**src/rtl/popcnt_unit_pkg.sv**
```systemverilog
// Shared constants for the multi-cycle population-count unit:
// FSM encodings, operation select values and chunk scheduling limits.
package popcnt_unit_pkg;

  // FSM encodings, kept as plain constants for legacy tool compatibility
  localparam logic [1:0] ST_IDLE = 2'd0;
  localparam logic [1:0] ST_RUN  = 2'd1;
  localparam logic [1:0] ST_DONE = 2'd2;

  // Operation select carried on the op input
  localparam logic OP_ONES  = 1'b0;
  localparam logic OP_ZEROS = 1'b1;

  // A 32-bit operand is covered by ceil(32/6) = 6 slice passes
  localparam int         NCHUNK   = 6;
  localparam logic [2:0] LAST_IDX = 3'd5;

endpackage : popcnt_unit_pkg

```
**src/rtl/popcnt_unit_pop6.sv**
```systemverilog
// Combinational 6-bit population count slice shared by every chunk pass.
module popcnt_unit_pop6 (
  input  logic [5:0] bits,
  output logic [2:0] count
);

  // Sum the six input bits
  always_comb begin
    // NOTE: every output gets a default before the loop so no latch is inferred,
    // and blocking '=' is correct here because this is combinational logic.
    count = '0;
    for (int i = 0; i < 6; i++) begin
      count = count + {2'b00, bits[i]};
    end
  end

endmodule : popcnt_unit_pop6

```
**src/rtl/popcnt_unit.sv**
```systemverilog
// Multi-cycle popcount for the execute stage. One shared 6-bit slice is
// applied to successive chunks of the (optionally inverted) operand; the
// partial sums accumulate and the total is published with a busy/done
// handshake so the pipeline can stall on it like the mul/div unit.
module popcnt_unit
  import popcnt_unit_pkg::*;
#(
  parameter int WIDTH = 32,
  parameter int SLICE = 6
) (
  input  logic             clk,
  input  logic             reset,
  input  logic             start,
  input  logic             op,
  input  logic [WIDTH-1:0] data,
  output logic             busy,
  output logic             done,
  output logic [5:0]       result
);

  // Shift register spans all chunks; bits above WIDTH are zero padding
  localparam int SHW = NCHUNK * SLICE;

  logic [1:0]     state;
  logic [SHW-1:0] shreg;
  logic [2:0]     idx;
  logic [5:0]     acc;

  logic [2:0]       slice_cnt;
  logic [5:0]       slice_ext;
  logic [WIDTH-1:0] operand;
  logic             accept;

  popcnt_unit_pop6 u_pop6 (
    .bits  (shreg[SLICE-1:0]),
    .count (slice_cnt)
  );

  // Operand selection and request acceptance; padding is added after
  // inversion so the pad bits never contribute to a zero count
  always_comb begin
    slice_ext = {3'b000, slice_cnt};
    operand   = (op == OP_ONES) ? data : ~data;
    accept    = start && ((state == ST_IDLE) || (state == ST_DONE));
  end

  // FSM, shift register, chunk counter, accumulator and result register
  always_ff @(posedge clk) begin
    // NOTE: sequential state uses non-blocking '<=' so every register sees
    // the pre-edge values of the others, independent of statement order.
    if (reset) begin
      state  <= ST_IDLE;
      shreg  <= '0;
      idx    <= '0;
      acc    <= '0;
      result <= '0;
    end else begin
      case (state)
        ST_IDLE, ST_DONE: begin
          if (accept) begin
            shreg <= {{(SHW-WIDTH){1'b0}}, operand};
            acc   <= '0;
            idx   <= '0;
            state <= ST_RUN;
          end else begin
            state <= ST_IDLE;
          end
        end
        ST_RUN: begin
          acc   <= acc + slice_ext;
          shreg <= shreg >> SLICE;
          idx   <= idx + 3'd1;
          if (idx == LAST_IDX) begin
            result <= acc + slice_ext;
            state  <= ST_DONE;
          end
        end
        default: state <= ST_IDLE;
      endcase
    end
  end

  // Handshake outputs decode directly from state
  always_comb begin
    busy = (state == ST_RUN);
    done = (state == ST_DONE);
  end

endmodule : popcnt_unit
```
**config.mk**
```make
export PLATFORM = sky130hd
export DESIGN_NAME = popcnt_unit
export DESIGN_NICKNAME = d
export VERILOG_FILES = /design/src/rtl/popcnt_unit_pkg.sv /design/src/rtl/popcnt_unit_pop6.sv /design/src/rtl/popcnt_unit.sv
export SDC_FILE = /design/constraint.sdc
export NUM_CORES = 1
export LEC_CHECK = 0
export BUFFER_PORTS_ARGS = -buffer_cell sky130_fd_sc_hd__buf_2
export CAP_MARGIN = 20
export CORE_MARGIN = 2
export CORE_UTILIZATION = 55
export DETAILED_ROUTE_END_ITERATION = 7
export GPL_TIMING_DRIVEN = 0
export PLACE_DENSITY = 0.79
export SKIP_CTS_REPAIR_TIMING = 1
export SLEW_MARGIN = 30
export SYNTH_ARGS = -nofsm -noshare
export SYNTH_HDL_FRONTEND = slang
export SYNTH_SLANG_ARGS = --single-unit
```
**constraint.sdc**
```tcl
create_clock -name clk -period 3.9 [get_ports clk]
set_clock_uncertainty 0.1 [all_clocks]
set_input_delay 0 -clock clk [delete_from_list [all_inputs] [get_ports clk]]
set_output_delay 0 -clock clk [all_outputs]
set_load 0.005 [all_outputs]
```
Yosys cells after proc, flatten, opt, wreduce, memory -nomap -nowiden. Index checks and enable logic that the tools add are counted.

Add/subtract/negate cells: 7. Eq/ne operators: 5. Mux-type cells: 10. Bitwise gates (word level): 1. Reduce and logical (&&, ||, !) cells: 7.

Operator list (count): case mux 36 bit (2 select lines) (1); 2-to-1 mux 36 bit (1); 2-to-1 mux 32 bit (1); NOT 32 bit (1); adder 3 x 1 -> 3 bit (4); case mux 6 bit (2 select lines) (1); adder 6 x 3 -> 6 bit (1); 2-to-1 mux 6 bit (1); case mux 3 bit (2 select lines) (1); case mux 2 bit (2 select lines) (1); AND reduction 2 bit (2); adder 3 x 1 -> 3 bit (second input constant) (1); equality test 3 bit (second input constant) (1); 2-to-1 mux 3 bit (1); adder 1 x 1 -> 2 bit (1); equality test 2 x 1 -> 1 bit (second input constant) (1); equality test 2 bit (second input constant) (1); zero test 2 bit (1); 2-to-1 mux 2 bit (1); inequality test 2 x 1 -> 1 bit (second input constant) (1); inequality test 2 bit (second input constant) (1); nonzero test 2 bit (1); OR reduction 2 bit (1); logical AND 1 bit (1); other kinds (2) (2).

Flip-flop bits (word level): 53. Input port bits: 36. Output and inout port bits: 8. Word-level logic and storage cells: 35.

Depth between registers and ports, before layout. Gate-level depths: netlist of run 1.

Depth in word-level cells: 7. Depth in mapped cells: 12. Depth with buffers taken out: 12.

Cells and area by module. A second synthesis of run 1 with hierarchy kept.

Cell total of the unflattened synthesis: 295. Area, all modules: 2542.4 um^2.

Modules (own cells, without submodules): popcnt_unit (times used 1, cells each 283, area each 2439.8 um^2, seq. area each 980.9 um^2); popcnt_unit_pop6 (times used 1, cells each 12, area each 102.6 um^2, seq. area each 0.0 um^2).

Worst setup path after synthesis of run 1. No wires, ideal clock.

Kind: flip-flop to flip-flop. Start point: register shreg[0]. End point: register result[5]. Library setup time: 0.086 ns. Data arrival time: 2.997 ns. Data required time: 3.714 ns. Slack: 0.718 ns. Stages on the path, launching flop included: 12. Buffers on the path: 0. Period minus slack after synthesis: 3.182 ns. Cell sequence: dfxtp_1 -> ha_1 -> inv_1 -> fa_1 -> fa_1 -> fa_1 -> inv_1 -> ha_1 -> a211o_1 -> o2111ai_1 -> xor2_1 -> a211oi_1.

Longest elaborated chain between the ends: 6.

RTL lines: start: declaration (RTL line popcnt_unit.sv:25) `logic [SHW-1:0] shreg;`; start signal: assignment (RTL line popcnt_unit.sv:61) `shreg <= {{(SHW-WIDTH){1'b0}}, operand};`; start signal: assignment (RTL line popcnt_unit.sv:71) `shreg <= shreg >> SLICE;`; adder 1 x 1 -> 2 bit (RTL line popcnt_unit_pop6.sv:13) `count = count + {2'b00, bits[i]};`; adder 3 x 1 -> 3 bit (4 in a row) (RTL line popcnt_unit_pop6.sv:13); adder 6 x 3 -> 6 bit (RTL line popcnt_unit.sv:74) `result <= acc + slice_ext;`; end signal: assignment (RTL line popcnt_unit.sv:74); end: declaration (RTL line popcnt_unit.sv:18) `output logic [5:0] result`.

Every way passes these cells. A chain may end at the register's enable or synchronous reset.

Worst setup path in the final report of run 1. Same ends and word-level chain as after synthesis.

==> results of run 1 <==
[power groups by stage]
stage               Clock, mW  Combinational [mW]  Sequential (mW)
finish                  0.379               0.206            0.549
global route            0.404               0.234            0.553
detailed placement          0               0.203            0.560
CTS                     0.381               0.205            0.549
floorplan                   0               0.148            0.555
global placement            0               0.197            0.559
[layer usage]
layer  GRT usage  share of wire  wire length [um]
met1       0.268           0.44              2250
met2       0.371           0.50              2540
met3      0.0470          0.040               205
met4      0.0776          0.017                85
met5           0              0                 0
[worst max-delay path, delay by kind of cell, from the launching register on]
family / cells / cell delay, ps
buf+inv: 2 / 120
fa+ha+maj: 5 / 1900
flops: 1 / 330
compound gates: 3 / 710
xor+xnor: 1 / 130
[sequential cells by signal, summed over array words and instances (netlist names)]
name    count
result      6
state       2
shreg      32
idx         3
acc         6
[cell families after synthesis]
kind of cell | Yosys count | synth area share
AO/OA/AOI/OAI | 77 | 0.201
AND/OR/NAND/NOR | 71 | 0.137
flip-flops | 49 | 0.402
XOR/XNOR | 35 | 0.126
buffers and inverters | 35 | 0.0708
adder cells (fa/ha/maj) | 10 | 0.0636
[layout by cell type (no fill, tap or decap)]
| master | count |
|---|---|
| nor2_1 | 20 |
| o32ai_1 | 1 |
| nand3_1 | 3 |
| nand2_1 | 32 |
| or4_1 | 2 |
| buf_4 | 1 |
| nand2b_1 | 1 |
| dlygate4sd3_1 | 5 |
| a31oi_1 | 1 |
| nor2_2 | 2 |
| dfxtp_1 | 49 |
| a21oi_1 | 34 |
| a22oi_1 | 34 |
| nand3b_1 | 3 |
| a211o_1 | 1 |
| ha_1 | 6 |
| or3_1 | 1 |
| clkbuf_1 | 9 |
| fa_1 | 4 |
| nand4b_1 | 2 |
| buf_2 | 49 |
| clkbuf_8 | 6 |
| xnor2_1 | 1 |
| o21ai_0 | 2 |
| bufinv_16 | 1 |
| xor2_1 | 34 |
| buf_6 | 2 |
| clkinv_8 | 1 |
| a211oi_1 | 3 |
| nor2b_1 | 3 |
| inv_1 | 12 |
| buf_1 | 3 |
| o2111ai_1 | 1 |
| nand3_4 | 1 |
| nor3b_1 | 1 |
[area by class of cell]
| class | count | area, um2 | share of cell area |
|---|---|---|---|
| clock buffer | 7 | 86.3 | 0.0300 |
| multi-input combinational | 193 | 1290 | 0.447 |
| clock inverter | 1 | 30.0 | 0.0104 |
| buffer | 22 | 111 | 0.0387 |
| tap | 52 | 65.1 | 0.0226 |
| inverter | 13 | 61.3 | 0.0213 |
| sequential | 49 | 981 | 0.341 |
| timing repair buffer | 46 | 255 | 0.0887 |
[per-stage QoR]
step / hold slack, ps / cells / total power [mW] / instance area [um2] / util
5_1_grt: 25.6 / 383 / 1.19 / 2880 / 0.665
4_1_cts: -43.1 / 378 / 1.13 / 2830 / 0.654
6_report: -32.7 / 383 / 1.13 / 2880 / 0.665
2_1_floorplan: 166 / 277 / 0.703 / 2440 / -
3_3_place_gp: 269 / 370 / 0.756 / 2710 / 0.627
3_5_place_dp: 280 / 370 / 0.763 / 2710 / 0.627
[worst min-delay path by stage]
stage,from,to,slack [ps],depth (start not counted)
6_report,data[28],shreg[28]$_SDFFE_PP0P_,-30,4
5_1_grt,data[6],shreg[6]$_SDFFE_PP0P_,30,4
4_1_cts,data[30],shreg[30]$_SDFFE_PP0P_,-40,4
3_5_place_dp,data[26],shreg[26]$_SDFFE_PP0P_,280,4
3_3_place_gp,data[31],shreg[31]$_SDFFE_PP0P_,270,4
2_1_floorplan,data[26],shreg[26]$_SDFFE_PP0P_,170,3
==> flow_summary.toml, run 1 <==
[timing]
hold_viol_final = 1
period_share = 0.858
finalSetupViolCount = 0
setup_ws_ps = 553
grt_setup_unrepaired = "false"
setup_tns_ps = 0
slew_headroom = 0.684
fmax_ghz = 0.299
fin_crit_ps = 3350
timing.hold.ws_ps = -32.7
report.final.slew_viol_count = 0
tightestPinTransition_ps = 473

[setup_path]
r2r_slack_ps = 550
crit_fanout = 3
critPathRequiredTime_ps = 4030
cp-end-kind = "register"
start_kind = "register"
setup.worst_path.end = "result[5]$_SDFFE_PP0P_"
crit_chain = "ha_1 > inv_1 > fa_1 > fa_1 > fa_1 > inv_1 > ha_1 > a211o_1 > o2111ai_1 > xor2_1 > a211oi_1"
timing.rr.end = "result[5]$_SDFFE_PP0P_"
crit_type = "reg -> reg"
cpPeakStageDelay_ps = 540
crit_top_cell = "fa_1"
arrival_ps = 3470
crit_slowest_cell = "fa_1"
worstReg2RegStart = "shreg[0]$_SDFFE_PP0P_"
worstRegToRegCells = 11
crit_start = "shreg[0]$_SDFFE_PP0P_"

[synth]
yosysMostFrequentCell = "dfxtp_1"
syn_nets = 323
synthFlopType = "dfxtp_1"
ys_seq_area_frac = 0.402
synth_top_area_frac = 0.402
synth_area_leaders = "dfxtp_1 40%, xor2_1 12%, a22oi_1 10%"
synth_async_sr_flop_share = 0
yosysTopAreaCell = "dfxtp_1"
synthCells = 277
synth_seq_cells = 49
synth_commonest_cells = "49 x dfxtp_1, 34 x a21oi_1, 34 x a22oi_1, 34 x xor2_1, 32 x nand2_1"
syn_area_um2 = 2440
synth_area_per_cell_um2 = 8.81
synth_cell_type_count = 32
synth_warnings = 0
synth_edf_count = 0

[power]
clkPwrFrac = 0.334
p_leak_nw = 1.19
switching_share = 0.269
pwr-share-seq = 0.484
p_int_mw = 0.829
switchingPower_mw = 0.304
cellPowerDensity_nw_per_um2 = 394
p_comb_frac = 0.181
max-vdd-ir-drop_mv = 0.220

[routing]
antenna_left = 0
drtIter0Drc = 92
routedWlPerCell_um = 13.3
vias_per_cell = 5.38
drc = 0
drt_pass1_iterations = 4
routed_wl_mm = 5.08
vias = 2059

[floorplanning]
die_h_um = 70.6
die_area_um2 = 4990
boundaryPins = 44
fp-row-count = 24
die_w_um = 70.6
core_um2 = 4320
start_util = 0.564

[global_route]
grt_max_degree = 15
grt_pass1_wl_mm = 8.61
grt_pass1_vias = 1938
grt_use_total = 0.216
gr-total-overflow = 0
antenna_found_initial = 0

[cells_and_area]
layout-drive-gt1-share = 0.190
nets = 376
fillers = 383
area_growth_pct = 17.9
antenna_cells = 0

[status]
status = "finished with violations"
violations = "hold timing"

[run]
drv_cap = 0

[clock_tree]
cts_max_level = 2
cts.sink_count = 49
clk_pin_slew_ps = 90
cts_made_buffers = 5
cts_tree = "built"
cts_root_buf = "clkbuf_8"
cts_buffer_depth = 2
clk_latency_ps = 300

[placement]
place_congestion = 0.792
post-place-ws_ps = 551
hpwl_mm = 3.75
port-buffer-count = 41

[hold_path]
min_path_type = "in -> reg"
(Power assumes the default switching activity.)
==> inputs of run 2 (changes only) <==
--- a/config.mk
+++ b/config.mk
@@ -9,6 +9,8 @@
 export CAP_MARGIN = 20
 export CORE_MARGIN = 2
 export CORE_UTILIZATION = 55
+export CTS_BUF_LIST = sky130_fd_sc_hd__clkbuf_16
+export CTS_CLUSTER_DIAMETER = 50
 export DETAILED_ROUTE_END_ITERATION = 7
 export GPL_TIMING_DRIVEN = 0
 export PLACE_DENSITY = 0.79
==> flow_summary.toml, run 2 (synthesis gave the netlist of run 1 again) <==
[timing]
slew_headroom = 0.689
tightestPinTransition_ps = 466
period_share = 0.857
setup_tns_ps = 0
grt_setup_unrepaired = "false"
timing.hold.ws_ps = -20.6
fmax_ghz = 0.299
finalSetupViolCount = 0
report.final.slew_viol_count = 0
hold_viol_final = 5
fin_crit_ps = 3340

[run]
drv_cap = 0

[routing]
vias_per_cell = 5.45
routed_wl_mm = 5.10
drt_pass1_iterations = 4
antenna_left = 0
drtIter0Drc = 102
vias = 2064
drc = 0
routedWlPerCell_um = 13.5

[cells_and_area]
final_cell_mix = "49 x buf_2, 49 x dfxtp_1, 34 x xor2_1, 34 x a22oi_1, 34 x a21oi_1"
final_util = 0.667
area_growth_pct = 18.2
reg.largest.list = "shreg: 32 flops, acc: 6 flops, result: 6 flops"
nets = 372
layout-drive-gt1-share = 0.190
largest_reg_flops = 32
fillers = 380
final_cells = 379
largest-register = "shreg"
antenna_cells = 0

[global_route]
grt_max_degree = 15
met3_usage = 0.0427
grt_use_total = 0.217
grt_pass1_vias = 1942
grt_use_met2 = 0.383
top_usage_layer = "met2"
grt_use_met1 = 0.267
antenna_found_initial = 0
grt_pass1_wl_mm = 8.68
gr-total-overflow = 0

[clock_tree]
cts_root_buf = "clkbuf_16"
cts_tree = "built"
clk_pin_slew_ps = 70
clk_latency_ps = 290
cts_made_buffers = 5
cts.sink_count = 49
cts_buffer_depth = 2
cts_max_level = 2

[placement]
port-buffer-count = 41
dp_cells = 370
place_congestion = 0.792
hpwl_mm = 3.75

[setup_path]
crit_chain = "ha_1 > inv_1 > fa_1 > fa_1 > fa_1 > inv_1 > ha_1 > a211o_1 > o2111ai_1 > xor2_1 > a211oi_1"
arrival_ps = 3450
start_kind = "register"
crit_buf_inv = 2
cp-end-kind = "register"
crit_slowest_cell = "fa_1"
crit_top_cell = "fa_1"
crit_type = "reg -> reg"
crit_fanout = 3
worstRegToRegCells = 11
critPathRequiredTime_ps = 4010
cpLargestDelayFamily = "adder cells"
worst-path-stages = 11
cpPeakStageDelay_ps = 540

[floorplanning]
die_h_um = 70.6
boundaryPins = 44
fp-row-count = 24
die_area_um2 = 4990
start_util = 0.564
die_w_um = 70.6
core_um2 = 4320

[power]
total_power_mw = 1.23
p_leak_nw = 1.20
cellPowerDensity_nw_per_um2 = 427
max-vdd-ir-drop_mv = 0.228

[status]
status = "finished with violations"
violations = "hold timing"

[hold_path]
min_path_type = "in -> reg"
whs_path_depth = 4
-- run 2: layout make-up --
type                       instances  area, um2  area share
clock buffer                       5        125      0.0434
timing repair buffer              42        215      0.0747
buffer                            22        111      0.0386
clock inverter                     3       37.5      0.0130
multi-input combinational        193       1290       0.446
tap                               52       65.1      0.0226
sequential                        49        981       0.340
inverter                          13       61.3      0.0213
-- run 2: per-stage QoR --
step / area, um2 / setup slack (ps)
3_3_place_gp: 2710 / 614
4_1_cts: 2870 / 533
2_1_floorplan: 2440 / 718
3_5_place_dp: 2710 / 551
5_1_grt: 2880 / 416
6_report: 2880 / 558
-- run 2: worst reg2reg max path, cell delays in order (launching register included) --
cell and delay, ps:
dfxtp_1 320, ha_1 290, inv_1 60, fa_1 420, fa_1 390, fa_1 540
inv_1 60, ha_1 260, a211o_1 310, o2111ai_1 170, xor2_1 130, a211oi_1 230
-- run 2: final timing paths --
kind	endpoint	slack (ps)	from
worst max-delay path	result[5]$_SDFFE_PP0P_	560	shreg[0]$_SDFFE_PP0P_
worst max register to register	result[5]$_SDFFE_PP0P_	560	shreg[0]$_SDFFE_PP0P_
worst min-delay path	shreg[27]$_SDFFE_PP0P_	-20	data[27]
worst min register to register	result[0]$_SDFFE_PP0P_	350	result[0]$_SDFFE_PP0P_
-- run 2: where the power goes --
part | internal (mW) | leakage, nW | total [mW] | switching [mW]
sequential | 0.532 | 0.400 | 0.550 | 0.0180
clock | 0.298 | 0.0826 | 0.479 | 0.181
combinational | 0.0860 | 0.713 | 0.203 | 0.117
-- run 2: per-layer routing --
metal | vias up | wire [um] | share of wire
met2 | 49 | 2570 | 0.50
met4 | 0 | 74 | 0.015
met5 | - | 0 | 0
met3 | 8 | 243 | 0.048
met1 | 963 | 2210 | 0.43
li1 | 1044 | - | -
